[config.mk]
export PLATFORM = sky130hd
export DESIGN_NAME = qcldpc_enc_sequencer
export DESIGN_NICKNAME = d
export VERILOG_FILES = /design/src/rtl/qcldpc_pkg.sv /design/src/rtl/qcldpc_addr_gen.sv /design/src/rtl/qcldpc_enc_sequencer.sv
export SDC_FILE = /design/constraint.sdc
export NUM_CORES = 1
export LEC_CHECK = 0
export CORE_ASPECT_RATIO = 1.1
export CORE_MARGIN = 10
export CORE_UTILIZATION = 44
export DETAILED_ROUTE_END_ITERATION = 8
export HOLD_SLACK_MARGIN = 0.03
export PLACE_DENSITY = 0.75
export RECOVER_POWER = 25
export SYNTH_ARGS = -nofsm -noshare
export SYNTH_HDL_FRONTEND = slang
export SYNTH_HIERARCHICAL = 1
export SYNTH_SLANG_ARGS = --single-unit
[constraint.sdc]
create_clock -name CLK -period 1.58 [get_ports CLK]
set_input_delay 0.158 -clock CLK [delete_from_list [all_inputs] [get_ports CLK]]
set_output_delay 0.158 -clock CLK [all_outputs]
set_load 0.01 [all_outputs]
[src/rtl/qcldpc_pkg.sv]
// Shared types, default geometry and helpers for the QC-LDPC encoder control path.
package qcldpc_pkg;

  localparam int unsigned DEF_NUM_Z         = 3;
  localparam int unsigned DEF_NUM_INFO_BLKS = 20;
  localparam int unsigned DEF_NUM_PAR_BLKS  = 4;

  localparam int unsigned Z_VALUES [DEF_NUM_Z] = '{27, 54, 81};

  typedef enum logic [2:0] {
    ST_IDLE,
    ST_LOAD,
    ST_SHIFT,
    ST_DRAIN,
    ST_PARITY,
    ST_EMIT,
    ST_DONE
  } state_t;

  // Highest set bit wins; callers only use it on one-hot vectors.
  function automatic int unsigned onehot_to_idx(input logic [31:0] oh);
    int unsigned idx;
    idx = 0;
    for (int unsigned i = 0; i < 32; i++) begin
      if (oh[i]) idx = i;
    end
    return idx;
  endfunction

endpackage

[src/rtl/qcldpc_addr_gen.sv]
// Proto-matrix ROM address mapping: row-major over TOTAL_BLKS columns,
// info columns during SHIFT, the diagonal parity entry during PARITY.
module qcldpc_addr_gen #(
  parameter int unsigned NUM_INFO_BLKS = 20,
  parameter int unsigned TOTAL_BLKS    = 24,
  parameter int unsigned ADDR_W        = 7,
  parameter int unsigned RW            = 2,
  parameter int unsigned CW            = 5
) (
  input  logic              shift_en,
  input  logic              parity_en,
  input  logic [RW-1:0]     row,
  input  logic [CW-1:0]     col,
  input  logic [RW-1:0]     par_idx,
  output logic [ADDR_W-1:0] addr
);

  always_comb begin
    addr = '0;
    if (shift_en) begin
      addr = ADDR_W'(32'(row) * TOTAL_BLKS + 32'(col));
    end else if (parity_en) begin
      addr = ADDR_W'(32'(par_idx) * TOTAL_BLKS + NUM_INFO_BLKS + 32'(par_idx));
    end
  end

endmodule

[src/rtl/qcldpc_enc_sequencer.sv]
// Frame controller for the QC-LDPC encoder: info-block intake, ROM address
// stepping, accumulator/parity strobes and parity-block hand-out.
module qcldpc_enc_sequencer
  import qcldpc_pkg::*;
#(
  parameter int unsigned  NUM_Z         = DEF_NUM_Z,
  parameter int unsigned  NUM_INFO_BLKS = DEF_NUM_INFO_BLKS,
  parameter int unsigned  NUM_PAR_BLKS  = DEF_NUM_PAR_BLKS,
  localparam int unsigned TOTAL_BLKS    = NUM_INFO_BLKS + NUM_PAR_BLKS,
  parameter int unsigned  ADDR_W        = $clog2(TOTAL_BLKS * NUM_PAR_BLKS),
  localparam int unsigned ZW            = (NUM_Z > 1) ? $clog2(NUM_Z) : 1,
  localparam int unsigned RW            = (NUM_PAR_BLKS > 1) ? $clog2(NUM_PAR_BLKS) : 1
) (
  input  logic              CLK,
  input  logic              rst_n,
  input  logic [NUM_Z-1:0]  req_z,
  input  logic              start,
  input  logic              abort,
  input  logic              in_valid,
  output logic              in_ready,
  output logic              info_ld,
  output logic [ZW-1:0]     z_sel,
  output logic [ADDR_W-1:0] rom_addr,
  output logic              acc_clr,
  output logic              acc_en,
  output logic [RW-1:0]     acc_row,
  output logic              par_en,
  output logic [RW-1:0]     par_idx,
  output logic              out_valid,
  input  logic              out_ready,
  output logic              busy,
  output logic              done,
  output logic              cfg_err
);

  localparam int unsigned   CW       = (NUM_INFO_BLKS > 1) ? $clog2(NUM_INFO_BLKS) : 1;
  localparam logic [RW-1:0] LAST_ROW = RW'(NUM_PAR_BLKS - 1);
  localparam logic [CW-1:0] LAST_COL = CW'(NUM_INFO_BLKS - 1);

  state_t        state;
  logic [RW-1:0] row;
  logic [CW-1:0] col;
  logic [RW-1:0] pidx;
  logic [ZW-1:0] z_q;
  logic          acc_pend;
  logic [RW-1:0] acc_row_q;
  logic          req_ok;
  logic          kill;

  assign req_ok = $onehot(req_z);
  assign kill   = abort && (state != ST_IDLE);

  always_ff @(posedge CLK or negedge rst_n) begin
    if (!rst_n) begin
      state     <= ST_IDLE;
      row       <= '0;
      col       <= '0;
      pidx      <= '0;
      z_q       <= '0;
      acc_pend  <= 1'b0;
      acc_row_q <= '0;
    end else begin
      // ROM read latency: the accumulate strobe trails its SHIFT address by one cycle.
      acc_pend  <= (state == ST_SHIFT) && !kill;
      acc_row_q <= row;
      if (kill) begin
        state <= ST_IDLE;
        row   <= '0;
        col   <= '0;
        pidx  <= '0;
      end else begin
        case (state)
          ST_IDLE: begin
            if (start && req_ok) begin
              z_q   <= ZW'(onehot_to_idx(32'(req_z)));
              row   <= '0;
              col   <= '0;
              pidx  <= '0;
              state <= ST_LOAD;
            end
          end
          ST_LOAD: begin
            if (in_valid) begin
              row   <= '0;
              state <= ST_SHIFT;
            end
          end
          ST_SHIFT: begin
            if (row == LAST_ROW) begin
              if (col == LAST_COL) begin
                state <= ST_DRAIN;
              end else begin
                col   <= col + 1'b1;
                state <= ST_LOAD;
              end
            end else begin
              row <= row + 1'b1;
            end
          end
          ST_DRAIN: begin
            pidx  <= '0;
            state <= ST_PARITY;
          end
          ST_PARITY: begin
            if (pidx == LAST_ROW) begin
              pidx  <= '0;
              state <= ST_EMIT;
            end else begin
              pidx <= pidx + 1'b1;
            end
          end
          ST_EMIT: begin
            if (out_ready) begin
              if (pidx == LAST_ROW) state <= ST_DONE;
              else                  pidx  <= pidx + 1'b1;
            end
          end
          ST_DONE: begin
            pidx  <= '0;
            state <= ST_IDLE;
          end
          default: state <= ST_IDLE;
        endcase
      end
    end
  end

  qcldpc_addr_gen #(
    .NUM_INFO_BLKS (NUM_INFO_BLKS),
    .TOTAL_BLKS    (TOTAL_BLKS),
    .ADDR_W        (ADDR_W),
    .RW            (RW),
    .CW            (CW)
  ) u_addr_gen (
    .shift_en  (state == ST_SHIFT),
    .parity_en (state == ST_PARITY),
    .row       (row),
    .col       (col),
    .par_idx   (pidx),
    .addr      (rom_addr)
  );

  assign in_ready  = (state == ST_LOAD) && !kill;
  assign info_ld   = in_valid && in_ready;
  assign z_sel     = z_q;
  assign acc_clr   = (state == ST_IDLE) && start && req_ok;
  assign cfg_err   = (state == ST_IDLE) && start && !req_ok;
  assign acc_en    = acc_pend && !kill;
  assign acc_row   = acc_en ? acc_row_q : '0;
  assign par_en    = (state == ST_PARITY) && !kill;
  assign out_valid = (state == ST_EMIT) && !kill;
  assign par_idx   = ((state == ST_PARITY) || (state == ST_EMIT)) ? pidx : '0;
  assign busy      = (state != ST_IDLE);
  assign done      = (state == ST_DONE) && !kill;

endmodule

==> results of run 1 <==
-- stage by stage --
step | std cells | utilization, % | hold slack [ps] | TNS (ps)
3_5_place_dp | 245 | 70.85 | 497.4 | -14310
3_3_place_gp | 245 | 70.85 | 495.1 | -12880
2_1_floorplan | 146 | - | -137.6 | -85.12
4_1_cts | 272 | 87.86 | 176.2 | -5178
-- repair_timing --
action	4_1_cts
endpoints found under the setup margin	33
pin swaps	29
setup buffers	23
cloned	1
gates resized for setup	177
-- Yosys cell counts, types with 3 or more instances --
cell / number
a21o_1: 3
nor3_1: 3
a21oi_1: 4
dfrtp_1: 17
nor2_1: 11
o21ai_0: 8
a31oi_1: 3
nand3b_1: 3
and2_1: 4
ha_1: 10
inv_1: 14
nor2b_1: 4
nand2_1: 14
mux2_2: 5
buf_2: 5
-- kinds of logic after synthesis --
kind of cell / after synthesis / synth area share (%)
XOR/XNOR: 1 / 0.6745
multiplexers: 7 / 5.973
buffers and inverters: 22 / 6.935
AND/OR/NAND/NOR: 50 / 21.00
flip-flops: 17 / 32.76
AO/OA/AOI/OAI: 36 / 19.17
adder cells (fa/ha/maj): 13 / 13.49
==> results.cfg, run 1 <==
[run_status]
status = stopped before the end
stop_stage = global routing (5_1_grt)
error_line = [ERROR DPL-0033] detailed placement checks failed during check placement.

[synthesis]
synth_nets = 167
synth_top_area_share_pct = 32.76
ys_ff_latch = 17
syn_area_um2 = 1299
synth_area_per_cell_um2 = 8.896
async_reset_ff_share_pct = 100.0
synth_top_cell_by_area = dfrtp_1
netlist_instances = 146
ys_types = 46
synth_ff_type = dfrtp_1
yosys_warnings = 6
synth-edff-count = 0
synth.area.top_cells = dfrtp_1 (33%), ha_1 (9.6%), mux2_2 (4.3%)
seq_area_frac_synth_pct = 32.76

[place]
dpl_cell_area_um2 = 1986
dp_slack_ps = -769.0
buffer_ports.inserted = 30
dpl.hpwl_mm = 3.063
place.gp.congestion = 0.8559

[die]
die_w_um = 71.80
start_util_pct = 46.34
die_height_um = 76.98
pin_count = 31
rows = 20

[clock_network]
cts_buffers = 3
htree_levels = 1
cts_buffer_depth = 2
clock_sinks = 17
cts_root_buf = clkbuf_4
holdBufCountCts = 0

[grt]
grt_max_degree = 18
antenna_found_initial = 0

[timing]
worstEndpointType = output port
postGrtWorstEndpoint = rom_addr[6]
==> run 2, diff against run 1 <==
- CORE_AREA: default -> 10 10 71 73
- CORE_ASPECT_RATIO: 1.1 -> default
- CORE_MARGIN: 10 -> default
- CORE_UTILIZATION: 44 -> default
- DIE_AREA: default -> 0 0 81 83
- HOLD_SLACK_MARGIN: 0.03 -> default
- PLACE_DENSITY: 0.75 -> default
- PLACE_DENSITY_LB_ADDON: default -> 0.15
- clock period: 1.58 -> 2.05 ns (I/O delays scaled with it)
==> results.cfg, run 2 <==
[run_status]
status = complete, no violations

[timing]
slew_viol_final = 0
timing.final.crit_share_pct = 97.99
tightest_slew_ps = 958.4
setup_violations = 0
skew_ps = 5.675
rsz0062_at_grt = true
finalHoldViolCount = 0
clock.fmax_mhz = 497.8
slew_headroom_pct = 36.11
period_needed_ps = 2009
hold_ws_ps = 313.9

[clock_network]
cts_root_buf = clkbuf_8
clk_latency_ps = 250
cts_buffers = 3
clock_sinks = 17
cts_buffer_depth = 2
holdBufCountCts = 0
cts_tree = yes
htree_levels = 1
clkTransAtPathRegs_ps = 70

[route]
ant_nets = 0
drt_wl_total_mm = 3.719
vias = 1291
via_per_inst = 5.103
wl_per_cell_um = 14.70
drc_errors = 0
drtIter0Drc = 67
first_pass_iters = 4

[synthesis]
synth_ff_type = dfrtp_1
seq_area_frac_synth_pct = 32.76
synth-edff-count = 0
ys_ff_latch = 17
synth_nets = 167
synth.area.top_cells = dfrtp_1 (33%), ha_1 (9.6%), mux2_2 (4.3%)
synth_top_area_share_pct = 32.76
synth_top_cell_by_area = dfrtp_1
syn_area_um2 = 1299
yosys_warnings = 6
synth_area_per_cell_um2 = 8.896
async_reset_ff_share_pct = 100.0
yosysMostFrequentCell = dfrtp_1
ys_types = 46
synth_top_cells_by_count = dfrtp_1 (17), inv_1 (14), nand2_1 (14), nor2_1 (11), ha_1 (10)
netlist_instances = 146

[power_and_ir_drop]
vdd_drop_max_mv = 0.3539
p_leak_nw = 1.013
power.density_nw_per_um2 = 1029

[cells_and_area]
top_register = col
drive_gt1_share_pct = 34.15
nNetsFinal = 227
largest_register_ffs = 5
layout_commonest_cell = buf_4
syn_to_final_growth_pct = 55.20
antenna_cells = 0
postLayoutCoreUtil_pct = 55.48
mostFrequentLayoutCells = buf_4 (28), dfrtp_1 (14), nand2_1 (12), clkdlybuf4s50_1 (12), inv_1 (11)
fillCellCount = 348
reg_top3 = col (5), state (3)
fin_area_um2 = 2016

[die]
core_area_um2 = 3633
pin_count = 31
start_util_pct = 35.74
die_w_um = 81
die_height_um = 83
die_area_um2 = 6723
rows = 22

[run]
drv_cap = 0

[min_path]
min_path_type = input pin to flip-flop

[critical_path]
critical_path.max_fanout = 3
reg2reg_slack_ps = 240
cp_slowest_stage_delay_ps = 400
critPathKind = flip-flop to output pin
crit_path_start_kind = flip-flop
cp_slowest_cell = dfrtp_1
end_kind = output pin
worstPathArrival_ps = 1800
required_ps = 1850
critical_path.cell_chain = inv_2, ha_4, inv_4, fa_2, xor2_1, nand2_1, o21ai_1, buf_2

[grt]
grt_pass1_wl_mm = 5.961
antenna_found_initial = 0
track_usage_pct = 10.60
grt_pass1_vias = 1299
grt_max_degree = 18
grt_overflow = 0

[place]
buffer_ports.inserted = 30
place.gp.congestion = 0.8195
dpl_cell_area_um2 = 1838
dpl.hpwl_mm = 2.842
-- run 2: cell counts after synthesis --
Identical to the previous run, type by type.
-- run 2: cell type report --
type	count	area, um^2	area share (%)
clock buffer	4	45.04	2.235
inverter	16	63.81	3.166
multi-input combinational	107	887.1	44.01
sequential	17	429.2	21.29
tap	48	60.06	2.980
timing repair buffer	61	530.5	26.32
-- run 2: logic make-up (layout without fill, tap and decap cells) --
group                      count (synthesis)  count (layout)  synth area share (%)
muxes                                      7               7                 5.973
adders and majority gates                 13              13                 13.49
xor gates and xnor gates                   1               1                0.6745
buffers and inverters                     22              81                 6.935
and+or+nand+nor                           50              50                 21.00
DFF                                       17              17                 32.76
AOI/OAI and AO/OA                         36              36                 19.17
-- run 2: final timing paths --
check / start / endpoint / cells after the start
worst max-delay path: row[0]$_DFFE_PN0P_ / rom_addr[5] / 8
worst min-delay path: req_z[2] / z_sel[0]$_DFFE_PN0P_ / 3
worst max register to register: state[1]$_DFFE_PN0P_ / state[0]$_DFFE_PN0P_ / 5
worst min register to register: z_sel[0]$_DFFE_PN0P_ / z_sel[0]$_DFFE_PN0P_ / 2
max in group asynchronous: rst_n / state[2]$_DFFE_PN0P_ / 2
min in group asynchronous: rst_n / z_sel[0]$_DFFE_PN0P_ / 2
-- run 2: critical path, delay by kind of cell, from the launching register on --
kind	cells	cell delay, ps
simple gates	1	70
compound gates	1	80
flops	1	400
fa+ha+maj	2	600
buf+inv	3	250
xor+xnor	1	160
-- run 2: report_power, final --
part	internal [mW]	switching [mW]	leakage (nW)
sequential	0.414	0.0743	0.226
clock	0.138	0.112	0.0228
combinational	0.722	0.613	0.765
total	1.27	0.799	1.01
-- run 2: what timing repair did --
| action | 4_1_cts | 5_1_grt |
|---|---|---|
| gates resized for setup | 36 | 26 |
| buffers inserted | 5 | 0 |
| setup endpoints to repair | 18 | 15 |
| pin swaps | 3 | 6 |
-- run 2: per-stage QoR --
step	setup TNS [ps]	power, mW	cells	worst slack, ps
floorplan	0	1.065	146	298.2
global placement	-2058	1.588	244	-267.8
detailed placement	-2578	1.609	244	-305.5
CTS	-32.71	1.945	253	-32.71
global route	-62.41	2.215	253	-37.83
finish	0	2.073	253	41.20
-- run 2: layer usage --
metal  wire (um)  track usage, %  up-vias
met4          51           4.069        0
li1            -               -      630
met1        1633           12.66      624
met2        1805           17.29       33
met3         229           2.909        4
met5           0               0        -
Note: power is estimated with default switching activity, not from simulation.
==> run 3, diff against run 2 <==
- GPL_ROUTABILITY_DRIVEN: default -> 0
- PLACE_DENSITY_LB_ADDON: 0.15 -> default
==> results.cfg, run 3 (synthesized netlist as in run 2, its figures left out) <==
[cells_and_area]
seqCellArea_um2 = 429.2
layout_commonest_cell = buf_4
reg_top3 = col (5), state (3)
fillCellCount = 346
mostFrequentLayoutCells = buf_4 (28), dfrtp_1 (14), clkdlybuf4s50_1 (14)
antenna_cells = 0
multi_input_area_um2 = 850.8
top_register = col
nNetsFinal = 227
drive_gt1_share_pct = 32.20
largest_register_ffs = 5
syn_to_final_growth_pct = 51.16

[critical_path]
worstPathArrival_ps = 1790
crit_path_start_kind = flip-flop
rr_worst_depth = 5
critPathKind = flip-flop to output pin
critical_path.max_fanout = 3
end_kind = output pin
required_ps = 1850

[power_and_ir_drop]
vdd_drop_max_mv = 0.4567
p_leak_nw = 0.9651
p_int_mw = 1.222
p_seq_share_pct = 24.3
comb_power_share_pct = 62.7
power_frac_clock_pct = 13.0
p_switching_uw = 754.9
p_sw_share_pct = 38.18
power_mw = 1.977
power.density_nw_per_um2 = 1007

[grt]
grt_pass1_wl_mm = 5.816
antenna_found_initial = 0
grt_overflow = 0
track_usage_pct = 10.54
grt_pass1_vias = 1277
grt_max_degree = 18

[die]
start_util_pct = 35.74
rows = 22
pin_count = 31
die_height_um = 83
die_area_um2 = 6723
die_w_um = 81
core_area_um2 = 3633

[timing]
setup_violations = 0
slew_viol_final = 0
rsz0062_at_grt = true
skew_ps = 3.652
fin_ws_ps = 51.85
tightest_slew_ps = 977.3
clock.fmax_mhz = 500.5
period_needed_ps = 1998
timing.final.crit_share_pct = 97.47
fin_setup_tns_ps = 0
finalHoldViolCount = 0
slew_headroom_pct = 34.85

[route]
drtIter0Drc = 61
vias = 1254
drt_wl_total_mm = 3.638
via_per_inst = 4.957
wl_per_cell_um = 14.38
wl_met3_um = 269
first_pass_iters = 5
drc_errors = 0
wl_met2_mm = 1.792
routedLengthMet1_mm = 1.512
ant_nets = 0
top_layer = met4

[clock_network]
cts_tree = yes
clk_latency_ps = 260
clkTransAtPathRegs_ps = 70
cts_buffers = 3
cts_root_buf = clkbuf_8
clock_sinks = 17
cts_buffer_depth = 2
htree_levels = 1
holdBufCountCts = 0

[place]
dp_slack_ps = -260.0
buffer_ports.inserted = 30
dpl.hpwl_mm = 2.826

[run_status]
status = complete, no violations

[min_path]
hold_path_depth = 1
min_path_type = flip-flop to flip-flop

[run]
drv_cap = 0
run 3: critical path: stages (launching register included):
cell and delay (ps):
dfrtp_1 380, inv_2 50, ha_4 260, inv_2 40, ha_1 290, a21oi_2 70
o32a_1 280, nand2_1 80, buf_6 100
run 3: timing repair:
action	CTS	global route
pin swaps	1	4
resized for setup	32	20
setup buffers	2	2
setup endpoints to repair	15	12
run 3: cell type report:
class	count	area share, %
flip-flops and latches	17	21.86
multi-input cells	107	43.34
inverters	16	3.123
repair buffers	61	26.32
clock buffers	4	2.294
well taps	48	3.059
run 3: routing by layer:
metal / vias up / GRT usage (%)
li1: 628 / -
met1: 587 / 11.91
met2: 35 / 17.94
met3: 4 / 2.155
met4: 0 / 5.164
met5: - / 0
run 3: worst paths after layout:
| check | start | to | slack (ps) |
|---|---|---|---|
| setup / recovery | row[0]$_DFFE_PN0P_ | rom_addr[6] | 50 |
| hold reg to reg | z_sel[1]$_DFFE_PN0P_ | z_sel[1]$_DFFE_PN0P_ | 510 |
| hold / removal | z_sel[1]$_DFFE_PN0P_ | z_sel[1]$_DFFE_PN0P_ | 510 |
| min in group asynchronous | rst_n | pidx[0]$_DFFE_PN0P_ | 620 |
| setup reg to reg | state[1]$_DFFE_PN0P_ | state[0]$_DFFE_PN0P_ | 230 |
| max in group asynchronous | rst_n | state[0]$_DFFE_PN0P_ | 770 |
run 3: power groups by stage:
stage / Combinational, mW / Clock [mW] / Sequential [mW]
2_1_floorplan: 0.587 / 0 / 0.478
3_3_place_gp: 1.10 / 0 / 0.487
3_5_place_dp: 1.11 / 0 / 0.489
4_1_cts: 1.17 / 0.265 / 0.470
5_1_grt: 1.35 / 0.273 / 0.494
6_report: 1.24 / 0.257 / 0.481
run 3: stage by stage:
stage,instances,instance area (um^2),hold slack (ps),utilization (%)
6_report,253,1963,506.9,54.03
3_5_place_dp,245,1833,498.2,50.45
2_1_floorplan,146,1299,-90.59,-
4_1_cts,251,1889,282.0,52.00
5_1_grt,253,1963,545.4,54.03
3_3_place_gp,245,1833,494.7,50.45
==> run 4, diff against run 3 <==
- CORE_AREA: 10 10 71 73 -> default
- CORE_MARGIN: default -> 10
- CORE_UTILIZATION: default -> 35
- DIE_AREA: 0 0 81 83 -> default
==> results.cfg, run 4 (synthesized netlist as in run 2, its figures left out) <==
[run_status]
status = complete, no violations

[route]
vias = 1291
ant_nets = 0
via_per_inst = 5.063
drtIter0Drc = 56
drc_errors = 0
first_pass_iters = 5
drt_wl_total_mm = 3.712
wl_per_cell_um = 14.56

[grt]
grt_max_degree = 18
antenna_found_initial = 0
grt_pass1_vias = 1369
track_usage_pct = 11.62
grt_overflow = 0
grt_pass1_wl_mm = 6.196

[die]
core_area_um2 = 3633
die_area_um2 = 6547
die_height_um = 80.92
die_w_um = 80.92
start_util_pct = 35.74
pin_count = 31
rows = 22

[clock_network]
cts_tree = yes
cts_root_buf = clkbuf_8
clock_sinks = 17
holdBufCountCts = 0
cts_buffers = 3
htree_levels = 1
clk_latency_ps = 250
cts_buffer_depth = 2
clkTransAtPathRegs_ps = 70

[critical_path]
rr_worst_depth = 5
worstPathArrival_ps = 1840
end_kind = output pin
required_ps = 1850
critPathKind = flip-flop to output pin
crit_path_start_kind = flip-flop
reg2reg_slack_ps = 250
crit_path_start = row[0]$_DFFE_PN0P_
r2r-start = state[1]$_DFFE_PN0P_
critical_path.max_fanout = 3
r2r-end = state[0]$_DFFE_PN0P_
crit_end = rom_addr[6]

[timing]
tightest_slew_ps = 972.7
clock.fmax_mhz = 489.7
period_needed_ps = 2042
hold_ws_ps = 506.7
slew_headroom_pct = 35.16
skew_ps = 1.806
timing.final.crit_share_pct = 99.61
setup_violations = 0
finalHoldViolCount = 0
slew_viol_final = 0
rsz0062_at_grt = true
fin_ws_ps = 7.988

[cells_and_area]
largest_register_ffs = 5
top_register = col
nNetsFinal = 229
seqCellArea_um2 = 429.2
drive_gt1_share_pct = 32.85
reg_top3 = col (5), state (3)
postLayoutCoreUtil_pct = 54.06
syn_to_final_growth_pct = 51.25
fin_area_um2 = 1964
mostFrequentLayoutCells = buf_4 (31), dfrtp_1 (14), clkdlybuf4s50_1 (14)
multi_input_area_um2 = 850.8
fillCellCount = 336
layout_commonest_cell = buf_4
antenna_cells = 0

[place]
dp_slack_ps = -244.1
buffer_ports.inserted = 30
dpl_cell_area_um2 = 1833
dpl.hpwl_mm = 2.809

[power_and_ir_drop]
p_leak_nw = 0.9554
vdd_drop_max_mv = 0.4089
power.density_nw_per_um2 = 1010

[min_path]
min_path_type = flip-flop to flip-flop

[run]
drv_cap = 0
run 4: report_power, final:
| part | leakage (nW) | internal [mW] | switching (mW) |
|---|---|---|---|
| Combinational | 0.707 | 0.674 | 0.584 |
| Sequential | 0.226 | 0.414 | 0.0592 |
| Clock | 0.0228 | 0.138 | 0.114 |
run 4: what timing repair did:
action | 4_1_cts | 5_1_grt
setup buffers | 6 | 0
hold endpoints to repair | 0 | 0
endpoints found under the setup margin | 15 | 11
pin swaps | 2 | 3
gates resized for setup | 34 | 16
run 4: how the worst min path moves through the flow:
stage                              start                   end  cells past startpoint
global route        z_sel[0]$_DFFE_PN0P_  z_sel[0]$_DFFE_PN0P_                      2
finish              z_sel[1]$_DFFE_PN0P_  z_sel[1]$_DFFE_PN0P_                      1
CTS                                rst_n   pidx[0]$_DFFE_PN0P_                      2
detailed placement  z_sel[1]$_DFFE_PN0P_  z_sel[1]$_DFFE_PN0P_                      1
global placement    z_sel[0]$_DFFE_PN0P_  z_sel[0]$_DFFE_PN0P_                      2
floorplan                          rst_n    acc_pend$_DFF_PN0_                      0
run 4: cell type report:
| cell class | count | area share, % |
|---|---|---|
| clock buffers | 4 | 2.293 |
| inverters | 16 | 3.121 |
| multi-input cells | 107 | 43.31 |
| flip-flops and latches | 17 | 21.85 |
| well taps | 48 | 3.057 |
| repair buffers | 63 | 26.37 |
run 4: through the flow:
step                TNS, ps  instances  total power [mW]
global placement      -1778        245             1.583
CTS                       0        255             1.947
global route         -67.18        255             2.124
floorplan                 0        146             1.065
detailed placement    -2171        245             1.603
finish                    0        255             1.983
run 4: worst max-delay path: stages, from the launching register on:
cell	delay (ps)
dfrtp_1	380
inv_2	50
ha_4	260
inv_2	40
ha_1	290
a21oi_2	70
o32a_1	320
nand2_1	60
buf_2	130
run 4: per-layer routing:
metal  vias up  part of all wire, %  global-route usage, %
met4         0                  2.3                  5.190
met3         7                  7.5                  2.318
met5         -                    0                      0
met1       610                   42                  12.73
met2        37                   48                  21.10
li1        637                    -                      -
